$ cat config.mk
export PLATFORM = sky130hd
export DESIGN_NAME = sdram_req_arbiter
export DESIGN_NICKNAME = d
export VERILOG_FILES = /design/src/rtl/sdram_req_arbiter.sv
export SDC_FILE = /design/constraint.sdc
export NUM_CORES = 1
export LEC_CHECK = 0
export CORE_ASPECT_RATIO = 0.8
export CORE_MARGIN = 3
export CORE_UTILIZATION = 54
export DETAILED_ROUTE_END_ITERATION = 8
export GPL_ROUTABILITY_DRIVEN = 1
export PLACE_DENSITY = 0.82
export SETUP_SLACK_MARGIN = 0.5
export SYNTH_ARGS = -nofsm -noshare
export SYNTH_HDL_FRONTEND = slang
export SYNTH_SLANG_ARGS = --single-unit
export TNS_END_PERCENT = 10
$ cat constraint.sdc
create_clock -name clk_100MHz -period 11.5 [get_ports clk_100MHz]
set_input_delay 1.15 -clock clk_100MHz [delete_from_list [all_inputs] [get_ports clk_100MHz]]
set_output_delay 1.15 -clock clk_100MHz [all_outputs]
set_load 0.02 [all_outputs]
$ cat src/rtl/sdram_req_arbiter.sv
// sdram_req_arbiter: write FIFO plus single-read arbiter driving the SDRAM controller's level-held handshake.
// Define SDRAM_ARB_TIMEOUT_EN to add the completion timeout and sticky timeout_err.
module sdram_req_arbiter #(
  parameter int FIFO_DEPTH   = 8,
  parameter int MAX_WR_BURST = 4,
  parameter int TIMEOUT      = 64
) (
  input  logic                        clk_100MHz,
  input  logic                        rst,
  input  logic                        wr_valid,
  output logic                        wr_ready,
  input  logic [23:0]                 wr_addr,
  input  logic [15:0]                 wr_wdata,
  input  logic                        rdq_valid,
  output logic                        rdq_ready,
  input  logic [23:0]                 rdq_addr,
  output logic                        rdr_valid,
  output logic [15:0]                 rdr_data,
  output logic [23:0]                 addr,
  output logic                        wr_req,
  output logic [15:0]                 wr_data,
  output logic                        rd_req,
  input  logic [15:0]                 rd_data,
  input  logic                        rd_ready,
  input  logic                        wr_done,
  output logic [$clog2(FIFO_DEPTH):0] fifo_level,
  output logic                        timeout_err
);
  localparam int AW = $clog2(FIFO_DEPTH);
  localparam int SW = $clog2(MAX_WR_BURST + 1);
  typedef enum logic [1:0] {IDLE, WR_REQ, RD_REQ, GAP} state_t;
  if (FIFO_DEPTH < 2 || FIFO_DEPTH > 32 || (FIFO_DEPTH & (FIFO_DEPTH - 1)) != 0 ||
      MAX_WR_BURST < 1 || TIMEOUT < 1) begin : g_bad_cfg
    $error("sdram_req_arbiter: unsupported parameter value");
  end
  state_t state_q, state_d;
  logic [39:0] mem_q [FIFO_DEPTH];
  logic [AW-1:0] wp_q, wp_d, rp_q, rp_d;
  logic [AW:0] lvl_q, lvl_d;
  logic wrdy_q;
  logic [SW-1:0] streak_q, streak_d;
  logic [23:0] addr_q, addr_d;
  logic [15:0] wdat_q, wdat_d, rdat_q, rdat_d;
  logic rvld_q, rvld_d;
  logic push, pop, empty, tmo_exp;
  assign push  = wr_valid && wrdy_q;
  assign pop   = state_q == WR_REQ && (wr_done || tmo_exp);
  assign empty = lvl_q == '0;
  always_comb begin
    state_d   = state_q;
    streak_d  = streak_q;
    addr_d    = addr_q;
    wdat_d    = wdat_q;
    rdat_d    = rdat_q;
    rvld_d    = 1'b0;
    rdq_ready = 1'b0;
    wp_d      = wp_q + AW'(push);
    rp_d      = rp_q + AW'(pop);
    lvl_d     = lvl_q + (AW+1)'(push) - (AW+1)'(pop);
    case (state_q)
      IDLE:
        if (!rst && rdq_valid && (empty || streak_q >= SW'(MAX_WR_BURST))) begin
          rdq_ready = 1'b1;
          addr_d    = rdq_addr;
          streak_d  = '0;
          state_d   = RD_REQ;
        end else if (!empty) begin
          {addr_d, wdat_d} = mem_q[rp_q];
          streak_d = streak_q + SW'(streak_q < SW'(MAX_WR_BURST));
          state_d  = WR_REQ;
        end
      WR_REQ: state_d = wr_done || tmo_exp ? GAP : WR_REQ;
      RD_REQ:
        if (rd_ready || tmo_exp) begin
          rvld_d  = 1'b1;
          rdat_d  = rd_ready ? rd_data : 16'h0000;
          state_d = GAP;
        end
      default: state_d = IDLE;
    endcase
  end
  always_ff @(posedge clk_100MHz)
    if (push) mem_q[wp_q] <= {wr_addr, wr_wdata};
  always_ff @(posedge clk_100MHz) begin
    if (rst) begin
      state_q  <= IDLE;
      wp_q     <= '0;
      rp_q     <= '0;
      lvl_q    <= '0;
      wrdy_q   <= 1'b0;
      streak_q <= '0;
      addr_q   <= '0;
      wdat_q   <= '0;
      rdat_q   <= '0;
      rvld_q   <= 1'b0;
    end else begin
      state_q  <= state_d;
      wp_q     <= wp_d;
      rp_q     <= rp_d;
      lvl_q    <= lvl_d;
      wrdy_q   <= lvl_d != (AW+1)'(FIFO_DEPTH);
      streak_q <= streak_d;
      addr_q   <= addr_d;
      wdat_q   <= wdat_d;
      rdat_q   <= rdat_d;
      rvld_q   <= rvld_d;
    end
  end
`ifdef SDRAM_ARB_TIMEOUT_EN
  localparam int TW = $clog2(TIMEOUT + 1);
  logic [TW-1:0] tmo_q, tmo_d;
  logic err_q, err_d, busy;
  always_comb begin
    busy    = state_q == WR_REQ || state_q == RD_REQ;
    tmo_exp = busy && tmo_q == TW'(TIMEOUT - 1);
    tmo_d   = busy && !tmo_exp ? tmo_q + TW'(1) : '0;
    err_d   = err_q || tmo_exp;
  end
  always_ff @(posedge clk_100MHz) begin
    tmo_q <= rst ? '0 : tmo_d;
    err_q <= rst ? 1'b0 : err_d;
  end
  assign timeout_err = err_q;
`else
  assign tmo_exp     = 1'b0;
  assign timeout_err = 1'b0;
`endif
  assign wr_ready   = wrdy_q;
  assign wr_req     = state_q == WR_REQ;
  assign rd_req     = state_q == RD_REQ;
  assign addr       = addr_q;
  assign wr_data    = wdat_q;
  assign rdr_valid  = rvld_q;
  assign rdr_data   = rdat_q;
  assign fifo_level = lvl_q;
endmodule

==> results of run 1 <==
critical path: stages:
cell,delay (ps)
clkdlybuf4s50_1,530
nor2b_4,240
o211a_1,170
buf_4,330
clkdlybuf4s50_1,710
registers in the layout, summed over array words and instances, names as in the netlist:
register / flops
addr: 24
fifo_level: 4
mem_q: 320
rdr_data: 16
rdr_valid: 1
rp_q: 3
state_q: 2
streak_q: 3
wp_q: 3
wr_data: 16
wr_ready: 1
per-layer routing:
layer	up-vias	part of all wire [%]	track usage [%]	wire length, µm
met5	-	0.084	0	26
met4	4	2.0	6.41	616
met3	52	7.2	3.81	2240
met2	327	49	34.3	15300
met1	4097	41	29.3	12700
li1	3557	-	-	-
cells by family after synthesis:
kind of cell	synth area share (%)
flip-flops	73.9
AND/OR/NAND/NOR	4.51
AO/OA/AOI/OAI	5.98
multiplexers	11.8
buffers and inverters	2.29
adder cells (fa/ha/maj)	1.22
XOR/XNOR	0.292
other	0.0250
final cells by class:
cell class / count / area [µm²] / area share [%]
clock inverters: 10 / 72.6 / 0.403
flip-flops and latches: 393 / 11100 / 61.5
multi-input cells: 364 / 3630 / 20.2
inverters: 12 / 45.0 / 0.250
clock buffers: 58 / 1100 / 6.09
well taps: 357 / 447 / 2.48
repair buffers: 168 / 1630 / 9.06
diodes: 1 / 2.50 / 0.0139
synth_stat cells, types with 4 or more instances:
| cell | instances | area [µm²] |
|---|---|---|
| edfxtp_1 | 320 | 9610 |
| dfxtp_1 | 73 | 1460 |
| mux4_2 | 65 | 1460 |
| nand2_1 | 63 | 236 |
| a22oi_1 | 45 | 338 |
| nor2_1 | 33 | 124 |
| mux2i_1 | 31 | 310 |
| a21oi_1 | 20 | 100 |
| o22ai_1 | 15 | 93.8 |
| buf_2 | 13 | 65.1 |
| ha_1 | 13 | 163 |
| clkbuf_1 | 11 | 41.3 |
| a211oi_2 | 10 | 125 |
| buf_4 | 10 | 75.1 |
| inv_1 | 10 | 37.5 |
| nor3_2 | 10 | 100 |
| buf_6 | 9 | 101 |
| a211oi_1 | 8 | 60.1 |
| nor3_1 | 7 | 35.0 |
| a22oi_2 | 5 | 62.6 |
| nor2b_1 | 4 | 25.0 |
| xnor2_1 | 4 | 35.0 |
power by group through the flow:
stage                     Combinational [mW]  Clock, mW  Sequential [mW]
final                                  0.840       1.17             1.72
after global routing                   0.910       1.25             1.73
after CTS                              0.846       1.20             1.72
after detailed placement               0.837          0             1.74
after global placement                 0.816          0             1.74
after floorplan                        0.482          0             1.80
final timing paths:
kind | startpoint | endpoint | slack [ps] | cells after the start
min reg2reg | rdr_data[6] | rdr_data[6] | 450 | 2
min | rdr_data[6] | rdr_data[6] | 450 | 2
max reg2reg | rp_q[1] | addr[18] | 8530 | 4
max | rdq_valid | rdq_ready | 7190 | 5
==> reports/metrics.yaml, run 1 <==
hold_viol_final: 0
timing.hold.ws_ps: 452
final_common_cell: "edfxtp_1"
start_kind: "input port"
cts_max_level: 2
post_drt_via_cell_ratio: 5.90
port_buffers: 150
rsz0062_at_grt: "no"
swShare_pct: 28.0
worst_slack_ps: 7190
drv_slew: 0
fin_total_pwr_mw: 3.73
cts_hold_buf: 0
outcome: "completed"
final_area_mm2: 0.0180
end_kind: "output pin"
powerDensity_mw_per_mm2: 207
wl_per_cell_um: 22.7
cap_violations: 0
ant_nets: 0
worst_pin_slew_ps: 987
ys_types: 47
synth_edf_count: 320
preCtsSetupSlack_ps: 7210
netlist_instances: 813
drt_iter0_drc: 630
min_path_type: "reg -> reg"
ys_seq_area_share_pct: 73.9
ys.flop_type: "edfxtp_1"
cts_tree: "built"
clk_path_buf_depth: 3
syn2layout_area_growth_pct: 20.1
worstPathRequired_ps: 10350
grt_pass1_vias: 8231
routed_wirelength_um: 30900
ioPinCount: 152
final_cells: 1363
gp_congestion: 0.758
final_cell_mix: "edfxtp_1 (320), clkdlybuf4s50_1 (149), dfxtp_1 (71), mux4_2 (65), nand2_1 (63)"
clk_pin_slew_ps: 60
p_comb_share_pct: 22.5
coreArea_mm2: 0.0268
clock_skew_ps: 12.2
fillCellCount: 1723
cts_made_buffers: 37
firstDrtPassIters: 5
overflow: 0
root_buffer: "clkbuf_16"
syn_area_per_cell_um2: 18.4
grt_max_degree: 65
fmax_mhz: 232
critPathMaxFanout: 26
hpwlAfterDp_um: 17900
fin_util_pct: 67.2
finalCriticalPeriod_ps: 4310
crit_type: "in -> out"
pwr-share-clk_pct: 31.4
async_reset_ff_share_pct: 0
internal_power_mw: 2.68
start_util_pct: 55.9
drive_gt1_share_pct: 17.9
leakage_nw: 5.78
fp-row-count: 53
timing.max_slew.rel_slack_pct: 34.2
antenna_found_initial: 3
crit_arrival_ps: 3160
grt_pass1_wl_um: 47400
ir_drop_mv: 0.128
yosysWarnings: 0
tns_ps: 0
syn-num-nets: 913
vias: 8037
p_sw_mw: 1.04
finalSetupViolCount: 0
die_y_um: 155
num-nets-final: 1076
netlist_area_mm2: 0.0150
p_seq_share_pct: 46.1
clock-sinks: 393
final.period_utilization_pct: 37.5
post-cts-setup-buffers: 0
dp_cells: 1294
die_area_mm2: 0.0298
fp.dieW_um: 192
placed_area_mm2: 0.0168
drcViolationCount: 0
cts_resized: 0
worstSkewPairLatency_ps: 520
grt_use_total_pct: 21.0
ys_seq_elements: 393
(Power assumes the default switching activity.)
==> inputs of run 2 (changes only) <==
clock period = 4 ns   (was 11.5 ns; I/O delays follow)
==> run 2 against run 1 <==
Non-clock buffer count rose by 1. Combinational power rose to 2.9 times the previous value. Highest routed layer is now met4. Critical path type is now reg -> out. Core utilization rose by 0.15 points. First-iteration DRC count fell by 15%. Critical endpoint unchanged.
==> reports/metrics.yaml, run 2 (synthesized netlist as in run 1, its figures left out) <==
final_cell_mix: "edfxtp_1 (320), clkdlybuf4s50_1 (149), dfxtp_1 (71), mux4_2 (65), nand2_1 (63)"
drt_iter0_drc: 536
ir_drop_mv: 0.496
fillCellCount: 1768
dp_cells: 1295
n_antenna_cell: 0
grt_max_degree: 58
vias: 7993
clock_skew_ps: 10.7
gp_congestion: 0.750
wl_per_cell_um: 22.8
cap_violations: 0
start_util_pct: 55.9
final_cells: 1360
outcome: "completed"
ioPinCount: 152
timing.max_slew.rel_slack_pct: 43.5
die_area_mm2: 0.0298
start_kind: "flip-flop"
worst_pin_slew_ps: 848
grt_use_total_pct: 21.0
root_buffer: "clkbuf_16"
multiInputGateArea_mm2: 0.00364
post_drt_via_cell_ratio: 5.88
port_buffers: 150
tns_ps: 0
max_stage_delay_ps: 630
cts_tree: "built"
post-cts-setup-buffers: 0
hold_viol_final: 0
drv_slew: 0
ant_nets: 0
fp-row-count: 53
cts_made_buffers: 38
critPathMaxFanout: 7
cpMaxStageDelayCell: "clkdlybuf4s50_1"
path_delay_family: "buffers and inverters"
rsz0062_at_grt: "no"
drcViolationCount: 0
top_register: "mem_q"
grt_pass1_wl_um: 47700
die_y_um: 155
leakage_nw: 5.79
grt_pass1_vias: 8224
crit_type: "reg -> out"
clock-sinks: 393
finalSetupViolCount: 0
finalCriticalPeriod_ps: 2860
cp_cell_sequence: "inv_1 > ha_1 > nor3b_4 > o211a_1 > clkdlybuf4s50_1"
coreArea_mm2: 0.0268
cts_resized: 0
cts_hold_buf: 0
worstPathRequired_ps: 3600
fp.dieW_um: 192
antenna_found_initial: 0
routed_wirelength_um: 31100
num-nets-final: 1078
fmax_mhz: 350
largest_reg_flops: 320
final_common_cell: "edfxtp_1"
firstDrtPassIters: 5
final.period_utilization_pct: 71.5
min_path_type: "in -> reg"
syn2layout_area_growth_pct: 20.4
end_kind: "output pin"
clk_path_buf_depth: 3
worstSkewPairLatency_ps: 520
crit_arrival_ps: 2460
hpwlAfterDp_um: 17900
regArea_mm2: 0.0111
overflow: 0
path_buf_inv: 2
clk_pin_slew_ps: 50
powerDensity_mw_per_mm2: 595
cts_max_level: 2
drive_gt1_share_pct: 18.1
## run 2: final timing paths
check,from,end,slack [ps],depth (start not counted)
setup / recovery,fifo_level[2],rdq_ready,1140,5
hold / removal,rd_data[8],rdr_data[8],430,3
setup reg to reg,rp_q[1],addr[7],1600,4
hold reg to reg,rdr_data[7],rdr_data[7],450,2
## run 2: layout make-up
type                       instances  area share, %
clock buffer                      49           5.61
clock inverter                    16          0.894
inverter                          12          0.250
multi-input combinational        364           20.2
sequential                       393           61.4
tap                              357           2.48
timing repair buffer             169           9.22
## run 2: worst min-delay path, cell delays in order
cell	delay, ps
clkdlybuf4s50_1	390
nand2_1	50
a21oi_1	50
## run 2: per-stage QoR
| stage | worst slack (ps) | instance area, µm² | power (mW) | utilization, % | hold slack [ps] |
|---|---|---|---|---|---|
| final | 1140 | 18000 | 10.7 | 67.4 | 434 |
| after global routing | 1020 | 18000 | 11.2 | 67.4 | 446 |
| after CTS | 1080 | 18000 | 10.8 | 67.4 | 425 |
| after detailed placement | 1310 | 16900 | 7.45 | 63.0 | 447 |
| after global placement | 1330 | 16900 | 7.35 | 63.0 | 441 |
| after floorplan | 53.8 | 15000 | 6.56 | - | 472 |
## run 2: power by group
| part | leakage (nW) | switching [mW] | internal [mW] |
|---|---|---|---|
| clock | 0.572 | 1.42 | 1.98 |
| combinational | 1.73 | 1.41 | 1.01 |
| sequential | 3.49 | 0.164 | 4.76 |
| total | 5.79 | 2.99 | 7.75 |
## run 2: routing by layer
layer	vias up	GRT usage, %	share of wire [%]
met5	-	0	0
met4	0	5.83	2.4
met3	58	3.85	5.9
met2	285	34.2	49
met1	4089	29.6	43
li1	3561	-	-
